File: src/rtl/axil_mmr_initiator.sv
// rtl/axil_mmr_initiator.sv - single-outstanding AXI4-Lite master for MMR register commands
// Optional error counter enabled by AXIL_MMR_INITIATOR_ERRCNT_EN.
module axil_mmr_initiator #(
    parameter int ADDR_WIDTH = 32,
    parameter int DATA_WIDTH = 32
) (
    input  logic                    clock,
    input  logic                    resetn,
    input  logic                    cmd_valid,
    output logic                    cmd_ready,
    input  logic                    cmd_write,
    input  logic [ADDR_WIDTH-1:0]   cmd_addr,
    input  logic [DATA_WIDTH-1:0]   cmd_wdata,
    input  logic [DATA_WIDTH/8-1:0] cmd_wstrb,
    output logic                    rsp_valid,
    input  logic                    rsp_ready,
    output logic [DATA_WIDTH-1:0]   rsp_rdata,
    output logic [1:0]              rsp_resp,
    output logic                    rsp_is_write,
`ifdef AXIL_MMR_INITIATOR_ERRCNT_EN
    output logic [15:0]             err_count,
    input  logic                    err_clear,
`endif
    output logic [ADDR_WIDTH-1:0]   m_axil_awaddr,
    output logic                    m_axil_awvalid,
    input  logic                    m_axil_awready,
    output logic [DATA_WIDTH-1:0]   m_axil_wdata,
    output logic [DATA_WIDTH/8-1:0] m_axil_wstrb,
    output logic                    m_axil_wvalid,
    input  logic                    m_axil_wready,
    input  logic [1:0]              m_axil_bresp,
    input  logic                    m_axil_bvalid,
    output logic                    m_axil_bready,
    output logic [ADDR_WIDTH-1:0]   m_axil_araddr,
    output logic                    m_axil_arvalid,
    input  logic                    m_axil_arready,
    input  logic [DATA_WIDTH-1:0]   m_axil_rdata,
    input  logic [1:0]              m_axil_rresp,
    input  logic                    m_axil_rvalid,
    output logic                    m_axil_rready
);
    localparam int STRB_W = DATA_WIDTH / 8;

    typedef enum logic [2:0] {IDLE, WR, WR_B, RD_AR, RD_R, RSP} state_t;

    state_t                  state;
    state_t                  state_next;
    logic [ADDR_WIDTH-1:0]   addr_q;
    logic [DATA_WIDTH-1:0]   wdata_q;
    logic [STRB_W-1:0]       wstrb_q;
    logic                    write_q;
    logic                    aw_done;
    logic                    w_done;
    logic                    rst_done;
    logic                    cmd_hs;
    logic                    aw_hs;
    logic                    w_hs;
    logic                    b_hs;
    logic                    r_hs;

    // Handshakes derived from state so no ready-to-valid path exists.
    assign cmd_hs = (state == IDLE) && rst_done && cmd_valid;
    assign aw_hs  = (state == WR) && !aw_done && m_axil_awready;
    assign w_hs   = (state == WR) && !w_done && m_axil_wready;
    assign b_hs   = (state == WR_B) && m_axil_bvalid;
    assign r_hs   = (state == RD_R) && m_axil_rvalid;

    always_comb begin
        state_next     = state;
        cmd_ready      = 1'b0;
        rsp_valid      = 1'b0;
        m_axil_awvalid = 1'b0;
        m_axil_wvalid  = 1'b0;
        m_axil_bready  = 1'b0;
        m_axil_arvalid = 1'b0;
        m_axil_rready  = 1'b0;
        m_axil_awaddr  = addr_q;
        m_axil_araddr  = addr_q;
        m_axil_wdata   = wdata_q;
        m_axil_wstrb   = wstrb_q;
        case (state)
            IDLE: begin
                // rst_done keeps cmd_ready low in the first cycle out of reset
                cmd_ready = rst_done;
                if (cmd_hs) begin
                    state_next = cmd_write ? WR : RD_AR;
                end
            end
            WR: begin
                m_axil_awvalid = !aw_done;
                m_axil_wvalid  = !w_done;
                if ((aw_done || aw_hs) && (w_done || w_hs)) begin
                    state_next = WR_B;
                end
            end
            WR_B: begin
                m_axil_bready = 1'b1;
                if (b_hs) state_next = RSP;
            end
            RD_AR: begin
                m_axil_arvalid = 1'b1;
                if (m_axil_arready) state_next = RD_R;
            end
            RD_R: begin
                m_axil_rready = 1'b1;
                if (r_hs) state_next = RSP;
            end
            RSP: begin
                rsp_valid = 1'b1;
                if (rsp_ready) state_next = IDLE;
            end
            default: state_next = IDLE;
        endcase
    end

    always_ff @(posedge clock) begin
        if (!resetn) begin
            state        <= IDLE;
            addr_q       <= '0;
            wdata_q      <= '0;
            wstrb_q      <= '0;
            write_q      <= 1'b0;
            aw_done      <= 1'b0;
            w_done       <= 1'b0;
            rst_done     <= 1'b0;
            rsp_rdata    <= '0;
            rsp_resp     <= 2'b00;
            rsp_is_write <= 1'b0;
        end else begin
            state    <= state_next;
            rst_done <= 1'b1;
            if (cmd_hs) begin
                addr_q  <= cmd_addr;
                wdata_q <= cmd_wdata;
                wstrb_q <= cmd_wstrb;
                write_q <= cmd_write;
                aw_done <= 1'b0;
                w_done  <= 1'b0;
            end
            if (aw_hs) aw_done <= 1'b1;
            if (w_hs)  w_done  <= 1'b1;
            if (b_hs) begin
                rsp_rdata    <= '0;
                rsp_resp     <= m_axil_bresp;
                rsp_is_write <= write_q;
            end
            if (r_hs) begin
                rsp_rdata    <= m_axil_rdata;
                rsp_resp     <= m_axil_rresp;
                rsp_is_write <= write_q;
            end
        end
    end

`ifdef AXIL_MMR_INITIATOR_ERRCNT_EN
    logic err_event;
    assign err_event = (b_hs && (m_axil_bresp != 2'b00)) || (r_hs && (m_axil_rresp != 2'b00));

    always_ff @(posedge clock) begin
        if (!resetn) begin
            err_count <= 16'h0000;
        end else if (err_clear) begin
            err_count <= 16'h0000;
        end else if (err_event && (err_count != 16'hFFFF)) begin
            err_count <= err_count + 16'h0001;
        end
    end
`endif

endmodule

File: config.mk
export PLATFORM = sky130hd
export DESIGN_NAME = axil_mmr_initiator
export DESIGN_NICKNAME = d
export VERILOG_FILES = /design/src/rtl/axil_mmr_initiator.sv
export SDC_FILE = /design/constraint.sdc
export NUM_CORES = 1
export LEC_CHECK = 0
export CAP_MARGIN = 40
export CORE_MARGIN = 4
export CORE_UTILIZATION = 30
export CTS_CLUSTER_DIAMETER = 200
export DETAILED_ROUTE_END_ITERATION = 8
export PLACE_DENSITY = 0.68
export SETUP_SLACK_MARGIN = 0.3
export SLEW_MARGIN = 30
export SYNTH_ARGS = -nofsm -noshare
export SYNTH_HDL_FRONTEND = slang
export SYNTH_SLANG_ARGS = --single-unit
File: constraint.sdc
create_clock -name clock -period 3.2 [get_ports clock]
set_clock_uncertainty 0.1 [all_clocks]
set_input_delay 0.64 -clock clock [delete_from_list [all_inputs] [get_ports clock]]
set_output_delay 0.64 -clock clock [all_outputs]
set_load 0.02 [all_outputs]
## Yosys cells after proc, flatten, opt, wreduce, memory -nomap -nowiden

Index checks and enable logic that the tools add are counted.
W data, S select, Z words.

| word-level totals | value |
|---|---|
| bits in registers | 110 |
| bits of input ports | 114 |
| output and inout bits | 142 |
| word-level logic and storage cells | 65 |

| cells by class | value |
|---|---|
| eq/ne operators | 11 |
| multiplexer cells | 25 |
| reductions and logical operators | 18 |

Operators with widths:

| operator | count |
|---|---|
| $mux W32 | 2 |
| $mux W3 | 6 |
| $pmux W3 S6 | 1 |
| $mux W1 | 13 |
| $ne A2 B2 Y1 const B | 5 |
| $logic_and A1 B1 Y1 | 9 |
| $eq A3 B2 Y1 const B | 2 |
| $eq A3 B3 Y1 const B | 2 |
| $mux W2 | 3 |
| $reduce_and A6 Y1 | 1 |
| $reduce_bool A2 Y1 | 3 |
| $eq A3 B1 Y1 const B | 1 |
| $logic_not A3 Y1 | 1 |
| $logic_not A1 Y1 | 2 |
| $logic_or A1 B1 Y1 | 2 |
| $ne A2 B1 Y1 const B | 1 |

## Logic depth before layout (Yosys ltp)

| logic depth | value |
|---|---|
| word-level depth | 7 |
| depth in mapped cells | 8 |
| gate-level depth less buffers | 4 |

## Worst setup path before layout

OpenSTA, ideal clock, no wires.

| path | value |
|---|---|
| path kind | register -> register |
| from | register state[2] |
| to | register rsp_resp[0] |
| setup time | 0.131 ns |
| arrival | 1.717 ns |
| data required time | 2.969 ns |
| setup slack | 1.253 ns |
| stages on the path, launching flop included | 8 |
| path buffers | 3 |
| clock period less this slack | 1.947 ns |
| path through | dfxtp_1 buf_4 nor3b_1 and2_1 buf_4 buf_6 mux2i_1 a21oi_1 |

| on the way | value |
|---|---|
| cells in the longest elaborated chain, start to end | 3 |
| elaborated cells on any way between the ends | 6 |
| classes of those cells | 2 x eq/ne; 1 x mux; 3 x reduce/logical |

RTL lines:

| element | RTL line | RTL |
|---|---|---|
| from (decl) | 46 | `state_t state;` |
| from (signal assigned) | 130 | `state <= state_next;` |
| $eq A3 B3 Y1 or $eq A3 B2 Y1 (tied branches) | 66, 65 |  |
| $logic_and A1 B1 Y1 (on tied branches) | 66, 65 |  |
| $mux W2 or $reduce_bool A2 Y1 (tied branches) | -- |  |
| to (signal assigned) | 144 | `rsp_resp <= m_axil_bresp;` |
| to (signal assigned) | 149 | `rsp_resp <= m_axil_rresp;` |
| to (decl) | 18 | `output logic [1:0] rsp_resp,` |

Parallel ways exist; a longest one is shown, timed or not.
A chain may end at the register's enable or synchronous reset.

## Worst setup path after layout

| path | value |
|---|---|
| from | register state[2] |
| to | output m_axil_wvalid |

| on the way | value |
|---|---|
| cells in the longest elaborated chain, start to end | 2 |

RTL lines:

| element | RTL line | RTL |
|---|---|---|
| $eq A3 B1 Y1 | 81 | `case (state)` |
| $mux W1 | 81 |  |
| to (decl) | 29 | `output logic m_axil_wvalid,` |

No other way between the ends.

==> qor.yml <==
status:
  status: "finished clean"
power_and_ir_drop:
  power_density_mw_per_mm2: 597.1
  ir_drop_mv: 0.3673
  p_leak_nw: 2.462
drt:
  drtAntennaViolNets: 0
  routedWlPerCell_um: 15.07
  via_per_inst: 4.589
  drt_iter0_markers: 121
  drc: 0
  dr_total_vias: 4084
  drtPass1Iterations: 4
  wl_um: 13410
logic_synthesis:
  post-synth-top-area-fraction: 0.4962
  synthTopCellsByCount: "nand2_1 (149), dfxtp_1 (110), a21boi_0 (62), buf_4 (40), nor2b_1 (34)"
  synth_nets: 614
  synthesis.instances: 500
  synth_cell_type_count: 25
  synth_area_per_cell_um2: 8.876
  ys_top_cells_by_area: "dfxtp_1 (50%), nand2_1 (13%), a21boi_0 (10%)"
  synth.largest_area_cell: "dfxtp_1"
  netlist_area_mm2: 0.004438
  yosys.cell_count.top_type: "nand2_1"
  async_reset_ff_frac: 0
  synth_edf_count: 0
  ys_seq_elements: 110
  ys.warnings.count: 0
  yosysSeqAreaShare: 0.4962
  synth-main-ff-cell: "dfxtp_1"
placed_design:
  gp_congestion: 0.7369
  dpl.hpwl_um: 9972
  portBuffers: 255
run:
  drv_cap: 0
die:
  core_mm2: 0.01453
  dieArea_mm2: 0.01680
  die_w_um: 129.6
  core.rowCount: 44
  initial_utilization: 0.3054
  num_io_pins: 256
  die_h_um: 129.6
setup_path:
  crit_path_frequent_cell: "nor2_1"
  startpoint_type: "register"
  cp.required_ps: 2460
  cp_slowest_cell: "clkdlybuf4s50_1"
  crit_chain: "nor2_1, nand2_1, nor2_1, clkdlybuf4s50_1"
  path_max_fanout: 10
  critical_path_class: "register to output port"
  worstPathArrival_ps: 1970
  worstSetupEndpointType: "output port"
  max_stage_delay_ps: 630
cts:
  cts_hold_buf: 0
  cts_root_buf: "clkbuf_16"
  cts_num_sinks: 110
  post_cts_resized: 0
  clk_latency_ps: 350
  numCtsBuffers: 9
  tritoncts: "yes"
  post-cts-setup-buffers: 0
  cts_max_path_buffers: 2
  htreeDepth: 3
  path_clk_slew_ps: 70
timing:
  fin_crit_ps: 2715
  slew_headroom: 0.5291
  hold_violations: 0
  tightest_slew_ps: 706.4
  tns_ps: 0
  whs_ps: 363.6
  finalSetupViolations: 0
  drv_slew: 0
  fmax_ghz: 0.3684
  rsz0062_at_grt: "no"
  fin_crit_sh: 0.8483
finish:
  fill_cells: 1349
  layout-drive-gt1-share: 0.03541
  fin_nets: 815
  post-route-util: 0.4939
  antenna_cells: 0
  area_growth_pct: 61.74
global_routing:
  grt_pass1_vias: 4151
  antenna_found_initial: 0
  track_usage: 0.1530
  grt_pass1_wl_um: 20410
  grt_overflow: 0
  grt_max_degree: 71
hold_path:
  hp-class: "register to register"
layout make-up:
cell class | instances | area, µm² | area share
Timing Repair Buffer | 260 | 2626 | 0.3659
Sequential cell | 110 | 2202 | 0.3068
Clock buffer | 9 | 225.2 | 0.03138
Tap cell | 184 | 230.2 | 0.03207
Multi-Input combinational cell | 320 | 1792 | 0.2496
Clock inverter | 7 | 102.6 | 0.01429
logic make-up after synthesis:
kind of cell / Yosys count / synth area share
compound gates: 115 / 0.1914
buf+inv: 70 / 0.1009
flops: 110 / 0.4962
mux: 4 / 0.009022
simple gates: 201 / 0.2024
metrics by stage:
stage / power (mW) / cell area [µm²] / instances / worst slack, ps
after floorplan: 2.501 / 4438 / 500 / 1253
after global placement: 3.079 / 6839 / 873 / 738.5
after detailed placement: 3.120 / 6850 / 874 / 794.6
after CTS: 4.354 / 7178 / 890 / 465.4
after global routing: 4.509 / 7178 / 890 / 331.3
final: 4.286 / 7178 / 890 / 485.3
flip-flops by register name (all words and copies together), names as in the netlist, 2 cells and up:
| register | flops |
|---|---|
| rsp_rdata | 32 |
| rsp_resp | 2 |
| state | 3 |
| m_axil_wdata | 32 |
| m_axil_araddr | 32 |
| m_axil_wstrb | 4 |
worst max-delay path: cells and delay by family, from the launching register on:
family                 cells  cell delay (ps)
DFF                        1              420
and+or+nand+nor            3              590
buffers and inverters      1              630
placed cells by master, fill, tap and decap left out, drive strengths merged, types with 2 or more instances in the layout:
cell / count
clkdlybuf4s50: 254
nand2: 149
dfxtp: 110
a21boi: 72
nor2b: 34
a22oi: 32
clkbuf: 9
buf: 6
nor2: 5
nand3b: 4
mux2i: 4
a21oi: 3
inv: 3
and2: 3
nor3b: 2
a31oi: 2
o21ai: 2
o211ai: 2
bufinv: 2
power breakdown:
group | internal (mW) | leakage (nW) | switching (mW)
clock network | 0.696 | 0.157 | 0.517
logic | 0.678 | 1.41 | 0.724
registers | 1.53 | 0.894 | 0.138
worst paths after layout:
kind	slack, ps	cells after the start	to	from
setup / recovery	490	4	m_axil_wvalid	state[2]
hold / removal	360	2	m_axil_wdata[26]	m_axil_wdata[26]
setup reg to reg	1060	5	m_axil_wdata[21]	state[0]
hold reg to reg	360	2	m_axil_wdata[26]	m_axil_wdata[26]
routing by layer:
layer	GRT usage	up-vias	routed length, µm
li1	-	2014	-
met1	0.1647	1897	5212
met2	0.2769	155	6787
met3	0.05235	18	1153
met4	0.05623	0	261
met5	0	-	0
Note: power is estimated with default switching activity, not from simulation.
